File: src/rtl/irq_pkg.sv
// Shared register map, ID register layout and priority encoder for the interrupt controller.
package irq_pkg;

    localparam logic [2:0] IRQ_RAW    = 3'd0;
    localparam logic [2:0] IRQ_PEND   = 3'd1;
    localparam logic [2:0] IRQ_ENABLE = 3'd2;
    localparam logic [2:0] IRQ_FIQSEL = 3'd3;
    localparam logic [2:0] IRQ_EDGE   = 3'd4;
    localparam logic [2:0] IRQ_IRQID  = 3'd5;
    localparam logic [2:0] IRQ_FIQID  = 3'd6;

    localparam int VALID_BIT = 31;
    localparam int ID_W      = 4;
    localparam int MAX_SRC   = 16;

    // Lowest set bit wins; result is {valid, id}, all zero when nothing is set.
    function automatic logic [ID_W:0] prio_enc(input logic [MAX_SRC-1:0] vec);
        logic [ID_W:0] res;
        res = '0;
        for (int i = MAX_SRC - 1; i >= 0; i--) begin
            if (vec[i]) begin
                res = {1'b1, ID_W'(i)};
            end
        end
        return res;
    endfunction

endpackage

File: src/rtl/irq_sync.sv
// Two-flop synchroniser for one asynchronous interrupt line, with rising-edge detect.
module irq_sync (
    input  logic clk,
    input  logic reset_n,
    input  logic src_in,
    output logic sync2,
    output logic rise
);

    logic sync1;
    logic sync2d;

    always_ff @(posedge clk or negedge reset_n) begin
        if (!reset_n) begin
            sync1  <= 1'b0;
            sync2  <= 1'b0;
            sync2d <= 1'b0;
        end else begin
            sync1  <= src_in;
            sync2  <= sync1;
            sync2d <= sync2;
        end
    end

    assign rise = sync2 & ~sync2d;

endmodule

File: src/rtl/irq_controller.sv
// Interrupt aggregator: synchronises, latches, masks and routes sources to IRQ/FIQ,
// and captures the winning source ID when the exception handler takes the exception.
module irq_controller
    import irq_pkg::*;
#(
    parameter int NSRC = 8
) (
    input  logic            clk,
    input  logic            reset_n,
    input  logic [NSRC-1:0] SrcIn,
    input  logic            IRQAssert,
    input  logic            FIQAssert,
    input  logic            RegWE,
    input  logic [2:0]      RegAddr,
    input  logic [31:0]     RegWD,
    output logic [31:0]     RegRD,
    output logic            IRQ,
    output logic            FIQ
);

    logic [NSRC-1:0] sync2;
    logic [NSRC-1:0] rise;
    logic [NSRC-1:0] enable;
    logic [NSRC-1:0] fiqsel;
    logic [NSRC-1:0] edge_sel;
    logic [NSRC-1:0] pend;
    logic [NSRC-1:0] pend_nxt;
    logic [NSRC-1:0] pend_clr;
    logic [NSRC-1:0] edge_keep;
    logic [NSRC-1:0] active;
    logic [NSRC-1:0] wd;
    logic            irq_valid;
    logic            fiq_valid;
    logic [ID_W-1:0] irq_id;
    logic [ID_W-1:0] fiq_id;
    logic            wr_pend;
    logic            wr_enable;
    logic            wr_fiqsel;
    logic            wr_edge;
    logic            unused_wd;

    for (genvar i = 0; i < NSRC; i++) begin : g_sync
        irq_sync u_sync (
            .clk     (clk),
            .reset_n (reset_n),
            .src_in  (SrcIn[i]),
            .sync2   (sync2[i]),
            .rise    (rise[i])
        );
    end

    assign wd        = RegWD[NSRC-1:0];
    assign unused_wd = ^RegWD[31:NSRC];

    assign wr_pend   = RegWE && (RegAddr == IRQ_PEND);
    assign wr_enable = RegWE && (RegAddr == IRQ_ENABLE);
    assign wr_fiqsel = RegWE && (RegAddr == IRQ_FIQSEL);
    assign wr_edge   = RegWE && (RegAddr == IRQ_EDGE);

    // A new rise beats a simultaneous W1C; dropping a source to level mode discards its pending bit.
    assign pend_clr  = wr_pend ? wd : '0;
    assign edge_keep = wr_edge ? (edge_sel & wd) : edge_sel;
    assign pend_nxt  = ((pend & ~pend_clr) | rise) & edge_keep;

    assign active = enable & ((edge_sel & pend) | (~edge_sel & sync2));

    always_ff @(posedge clk or negedge reset_n) begin
        if (!reset_n) begin
            enable    <= '0;
            fiqsel    <= '0;
            edge_sel  <= '0;
            pend      <= '0;
            IRQ       <= 1'b0;
            FIQ       <= 1'b0;
            irq_valid <= 1'b0;
            irq_id    <= '0;
            fiq_valid <= 1'b0;
            fiq_id    <= '0;
        end else begin
            if (wr_enable) enable   <= wd;
            if (wr_fiqsel) fiqsel   <= wd;
            if (wr_edge)   edge_sel <= wd;
            pend <= pend_nxt;
            IRQ  <= |(active & ~fiqsel);
            FIQ  <= |(active & fiqsel);
            if (IRQAssert) {irq_valid, irq_id} <= prio_enc(MAX_SRC'(active & ~fiqsel));
            if (FIQAssert) {fiq_valid, fiq_id} <= prio_enc(MAX_SRC'(active & fiqsel));
        end
    end

    always_comb begin
        RegRD = '0;
        case (RegAddr)
            IRQ_RAW:    RegRD = 32'(sync2);
            IRQ_PEND:   RegRD = 32'(pend);
            IRQ_ENABLE: RegRD = 32'(enable);
            IRQ_FIQSEL: RegRD = 32'(fiqsel);
            IRQ_EDGE:   RegRD = 32'(edge_sel);
            IRQ_IRQID:  RegRD = {irq_valid, {(VALID_BIT-ID_W){1'b0}}, irq_id};
            IRQ_FIQID:  RegRD = {fiq_valid, {(VALID_BIT-ID_W){1'b0}}, fiq_id};
            default:    RegRD = '0;
        endcase
    end

endmodule

File: config.mk
export PLATFORM = sky130hd
export DESIGN_NAME = irq_controller
export DESIGN_NICKNAME = d
export VERILOG_FILES = /design/src/rtl/irq_pkg.sv /design/src/rtl/irq_sync.sv /design/src/rtl/irq_controller.sv
export SDC_FILE = /design/constraint.sdc
export NUM_CORES = 1
export LEC_CHECK = 0
export ABC_AREA = 1
export CORE_ASPECT_RATIO = 0.6
export CORE_UTILIZATION = 45
export CTS_CLUSTER_DIAMETER = 120
export DETAILED_ROUTE_END_ITERATION = 8
export HOLD_SLACK_MARGIN = 0.05
export PLACE_DENSITY = 0.75
export SLEW_MARGIN = 10
export SYNTH_ARGS = -nofsm -noshare
export SYNTH_HDL_FRONTEND = slang
export SYNTH_SLANG_ARGS = --single-unit
File: constraint.sdc
create_clock -name clk -period 2.3 [get_ports clk]
set_clock_uncertainty 0.15 [all_clocks]
set_input_delay 0.23 -clock clk [delete_from_list [all_inputs] [get_ports clk]]
set_output_delay 0.23 -clock clk [all_outputs]
set_load 0.02 [all_outputs]
==> results of run 1 <==
## sequential cells by signal, summed over array words and instances (netlist names)
signal                count
g_sync.u_sync.sync2       8
irq_valid                 1
pend                      8
irq_id                    3
FIQ                       1
g_sync.u_sync.sync1       8
g_sync.u_sync.sync2d      8
fiqsel                    8
fiq_valid                 1
enable                    8
IRQ                       1
edge_sel                  8
fiq_id                    3
## stage by stage
step	setup WS (ns)	instance area [µm²]
3_3_place_gp	-0.2726	3568
5_1_grt	0.01902	3894
6_report	0.1013	3894
3_5_place_dp	-0.2687	3568
2_1_floorplan	0.7890	3238
4_1_cts	0.01013	3877
## layout by cell type (no fill, tap or decap), types with 8 or more instances in the layout
cell type	instances
o21ai_2	8
nor2_1	29
o21ai_0	22
conb_1	23
dfrtp_1	66
a21oi_1	12
nand2_1	85
inv_1	54
clkbuf_16	9
buf_4	10
o21ai_1	18
clkdlybuf4s50_1	22
## worst register-to-register path: stages, from the launching register on
cell and delay, ns:
dfrtp_1 0.40, o21ai_0 0.17, nor2_1 0.08, nand2_1 0.12
nand2_1 0.08, nor2_1 0.15, nand4_1 0.14, nand2_1 0.09
o21ai_0 0.07
## power by group
part	internal (mW)	leakage, nW	switching [mW]
registers	1.36	0.801	0.107
clock network	0.896	0.147	0.464
logic	0.277	1.06	0.460
## path summary, 6_finish.rpt
| path | from | cells past startpoint | slack (ns) | end |
|---|---|---|---|---|
| setup / recovery | RegAddr[1] | 7 | 0.10 | RegRD[31] |
| hold / removal | SrcIn[0] | 1 | 0.18 | g_sync[0].u_sync.sync1 |
| setup reg to reg | g_sync[2].u_sync.sync2 | 8 | 0.72 | irq_valid |
| hold reg to reg | g_sync[5].u_sync.sync1 | 0 | 0.19 | g_sync[5].u_sync.sync2 |
| max in group asynchronous | reset_n | 3 | 1.43 | edge_sel[6] |
| min in group asynchronous | reset_n | 3 | 0.29 | g_sync[4].u_sync.sync1 |
## timing repair
action,in CTS,in global routing
endpoints found under the setup margin,9,4
endpoints found under the hold margin,66,0
pin swaps,0,1
cloned,0,0
hold buffers,1,0
resized for setup,9,4
buffers inserted,1,1
## layout make-up
class,count,area (µm²),area share
well taps,87,108.9,0.02796
inverters,61,232.7,0.05977
flip-flops and latches,66,1652,0.4242
clock inverters,2,35.03,0.008997
repair buffers,46,439.2,0.1128
multi-input cells,239,1162,0.2985
clock buffers,14,264.0,0.06780
## cell families after synthesis
logic type / Yosys count / share of synthesized area
buffers and inverters: 87 / 0.1352
AO/OA/AOI/OAI: 79 / 0.1507
other: 1 / 0.001188
flip-flops: 66 / 0.5234
AND/OR/NAND/NOR: 137 / 0.1895
## layer usage
metal  GRT usage  vias to the layer above  part of all wire
met2      0.3055                       77              0.41
met5           0                        -                 0
met3     0.07241                       12             0.066
li1            -                     1253                 -
met1      0.3037                     1165              0.51
met4     0.08553                        0             0.014
==> flow_summary.toml, run 1 <==
[outcome]
status = "complete, no violations"

[layout]
num-fill-cells = 637
n_antenna_cell = 0
drive_above_1_share = 0.1168
final_core_util = 0.5782
fin_cells = 515
area_growth_pct = 23.39
nNetsFinal = 471

[yosys]
yosysMostFrequentCell = "nand2_1"
synth_area_leader_cell = "dfrtp_1"
yosysWarnings = 0
netlist_area_um2 = 3156
async_reset_ff_frac = 1.000
synthTopCellsByArea = "dfrtp_1 52%, nand2_1 10%, inv_1 6.4%"
synth_top_cell_area_share = 0.5234
syn_avg_cell_area_um2 = 8.528
yosys-top-cells-count = "85 x nand2_1, 66 x dfrtp_1, 54 x inv_1"
ys_types = 28
netlist_instances = 370
synth-seq-area-share = 0.5234
ys.flop_type = "dfrtp_1"
synth_edf_count = 0
ys_seq_elements = 66

[clock_tree]
cts_tree = "built"
clk_pin_slew_ns = 0.05
htreeDepth = 3
ctsLongestPathBuffers = 2
numCtsBuffers = 9
clock_latency_ns = 0.34
cts_root_buffer = "clkbuf_16"
clock-sinks = 66

[place]
place_congestion = 0.8654
numPortBuffers = 34
dp.cells = 496
dpl.hpwl_um = 4945

[setup_path]
worst-path-max-fanout = 5
cp_slowest_cell = "clkdlybuf4s50_1"
end_kind = "output port"
cp_top_family = "buffers and inverters"
worstSetupStartpointType = "input pin"
critical-path-max-stage-delay_ns = 0.62
arrival_ns = 1.82
critical_path_buf_inv_count = 4
crit_type = "in -> out"
crit_path_cell_trace = "clkdlybuf4s15_1 > inv_2 > nor2_2 > nand2_1 > buf_4 > o22ai_1 > clkdlybuf4s50_1"
cp_data_required_time_ns = 1.92

[floorplanning]
die_w_um = 110.1
io_pins = 82
dieArea_um2 = 7362
rows = 23
core_area_um2 = 6734
dieHeight_um = 66.87
initial_core_util = 0.4686

[global_route]
grt_pass1_wl_um = 11290
grt_pass1_vias = 2341
track_usage = 0.2163
overflow = 0
antenna_found_initial = 0
grt_max_degree = 67

[route]
drt_wl_total_um = 6974
drc = 0
ant_nets = 0
vias = 2507
drtPass1Iterations = 5
routedWlPerCell_um = 13.54
avgViaCountPerCell = 4.868
drtIter0Drc = 210

[timing]
whs_ns = 0.1815
finalCritPeriodShare = 0.9560
grt_setup_unrepaired = "no"
max_freq_ghz = 0.4548
fin_crit_ns = 2.199
tns_ns = 0
hold_violations = 0
slew_viol_final = 0
finalSetupViolations = 0

[run]
cap_violations = 0

[min_path]
hp-class = "in -> reg"

[power_and_ir_drop]
p_leak_nw = 2.012
ir_drop_uv = 433.5
total_power_mw = 3.559
powerDensity_nw_per_um2 = 914.1
Power figures use the tool's default switching activity.
==> inputs of run 2 (changes only) <==
--- a/config.mk
+++ b/config.mk
@@ -6,12 +6,11 @@
 export NUM_CORES = 1
 export LEC_CHECK = 0
 export ABC_AREA = 1
-export CORE_ASPECT_RATIO = 0.6
-export CORE_UTILIZATION = 45
+export CORE_UTILIZATION = 52
 export CTS_CLUSTER_DIAMETER = 120
 export DETAILED_ROUTE_END_ITERATION = 8
 export HOLD_SLACK_MARGIN = 0.05
-export PLACE_DENSITY = 0.75
+export PLACE_DENSITY = 0.84
 export SLEW_MARGIN = 10
 export SYNTH_ARGS = -nofsm -noshare
 export SYNTH_HDL_FRONTEND = slang
==> run 2 against run 1 <==
Net effect:
- count of clock-buffer cells in the layout fell by 1
- wire length fell by 6.9%
- cell area fell by 3.6%
- worst hold slack got worse by 0.013 ns
- critical path depth rose by 1
- die area fell by 13%
- first-iteration DRC count rose by 2.9%
- setup slack improved by 0.086 ns
- total power fell by 11%
- maximum frequency rose by 4.1%
- largest power group unchanged
==> flow_summary.toml, run 2 (synthesis gave the netlist of run 1 again) <==
[setup_path]
critical_path_buf_inv_count = 4
cp_top_family = "buffers and inverters"
r2r_start = "g_sync[2].u_sync.sync2"
end_kind = "output port"
arrival_ns = 1.73
worst-path-max-fanout = 5
worstSetupStartpointType = "input pin"
crit_path_cell_trace = "dlygate4sd2_1 > inv_2 > nor2_2 > nand2_2 > clkinv_2 > a221oi_1 > o21ai_1 > dlygate4sd2_1"
cp_data_required_time_ns = 1.92
crit_type = "in -> out"
cp_slowest_cell = "dlygate4sd2_1"
critical-path-max-stage-delay_ns = 0.34
cp_common_cell = "dlygate4sd2_1"
reg2reg_slack_ns = 0.75
critPathLaunch = "RegAddr[1]"

[route]
vias = 2568
drtPass1Iterations = 5
drc = 0
ant_nets = 0
avgViaCountPerCell = 5.136
drt_wl_total_um = 6494
routedWlPerCell_um = 12.99
drtIter0Drc = 216

[clock_tree]
ctsLongestPathBuffers = 2
htreeDepth = 3
clock-sinks = 66
clk_pin_slew_ns = 0.07
clock_latency_ns = 0.35
cts_tree = "built"
cts_root_buffer = "clkbuf_8"
numCtsBuffers = 9

[floorplanning]
initial_core_util = 0.5361
core_area_um2 = 5886
dieArea_um2 = 6384
dieHeight_um = 79.90
die_w_um = 79.90
io_pins = 82
rows = 28

[min_path]
hp-class = "in -> reg"
min-delay-start = "SrcIn[1]"

[timing]
slew_viol_final = 0
finalSetupViolations = 0
tns_ns = 0
fin_crit_ns = 2.112
whs_ns = 0.1685
slew_headroom = 0.6076
max_freq_ghz = 0.4734
grt_setup_unrepaired = "no"
finalCritPeriodShare = 0.9184
hold_violations = 0
tightest_slew_ns = 0.5886

[global_route]
grt_max_degree = 43
grt_pass1_vias = 2289
grt_pass1_wl_um = 10610
antenna_found_initial = 0
overflow = 0
track_usage = 0.2252

[place]
dpl.hpwl_um = 4601
place_congestion = 0.8287
numPortBuffers = 34
place_area_um2 = 3546
dp.cells = 483

[power_and_ir_drop]
p_leak_nw = 1.933
powerDensity_nw_per_um2 = 846.2
ir_drop_uv = 506.1

[run]
cap_violations = 0

[layout]
num-fill-cells = 475
drive_above_1_share = 0.1153
nNetsFinal = 469
fin_area_um2 = 3755
n_antenna_cell = 0
final_cell_mix = "85 x nand2_1, 66 x dfrtp_1, 54 x inv_1, 29 x nor2_1, 23 x conb_1"
layout_commonest_cell = "nand2_1"
area_growth_pct = 18.99
fin_cells = 500
regArea_um2 = 1652
multi_input_area_um2 = 1162

[outcome]
status = "complete, no violations"
## run 2: changes by cell type in the layout (fill, tap and decap cells not counted)
cell	previous run	this run
clkbuf_8	2	12
dlygate4sd2_1	7	12
clkdlybuf4s15_1	1	0
buf_4	10	8
clkdlybuf4s50_1	22	21
clkbuf_1	3	1
dlymetal6s2s_1	3	0
clkbuf_16	9	0
## run 2: per-stage QoR
stage / setup WS [ns] / power (mW) / util
after floorplan: 0.7890 / 1.961 / -
after global placement: -0.2400 / 2.175 / 0.6025
after detailed placement: -0.2747 / 2.207 / 0.6025
after CTS: 0.1980 / 3.187 / 0.6380
after global routing: 0.08304 / 3.348 / 0.6380
final: 0.1877 / 3.178 / 0.6380
## run 2: metal layers
metal / vias up / GRT usage / part of all wire
met5: - / 0 / 0
met1: 1213 / 0.3026 / 0.45
met3: 11 / 0.05143 / 0.058
li1: 1248 / - / -
met4: 0 / 0.1071 / 0.020
met2: 96 / 0.3453 / 0.47
## run 2: layout make-up
class                      count  area share
multi-input combinational    239      0.3096
timing repair buffer          44      0.1093
clock inverter                 2    0.009330
inverter                      61     0.06198
clock buffer                  13     0.04499
sequential                    66      0.4399
tap                           75     0.02499
## run 2: final timing paths
check	end	depth (start not counted)
min in group asynchronous	g_sync[4].u_sync.sync1	2
hold reg to reg	g_sync[1].u_sync.sync2	0
hold / removal	g_sync[1].u_sync.sync1	1
setup reg to reg	irq_valid	8
max in group asynchronous	pend[1]	3
setup / recovery	RegRD[7]	8
## run 2: repair_timing
| item | 4_1_cts | 5_1_grt |
|---|---|---|
| hold endpoints to repair | 24 | 0 |
| buffers inserted | 1 | 0 |
| gates resized for setup | 13 | 0 |
| hold buffers | 1 | 0 |
| endpoints found under the setup margin | 9 | 0 |
## run 2: power breakdown
group / total [mW] / switching [mW] / internal, mW
clock: 1.00 / 0.417 / 0.582
combinational: 0.719 / 0.450 / 0.269
sequential: 1.46 / 0.107 / 1.35
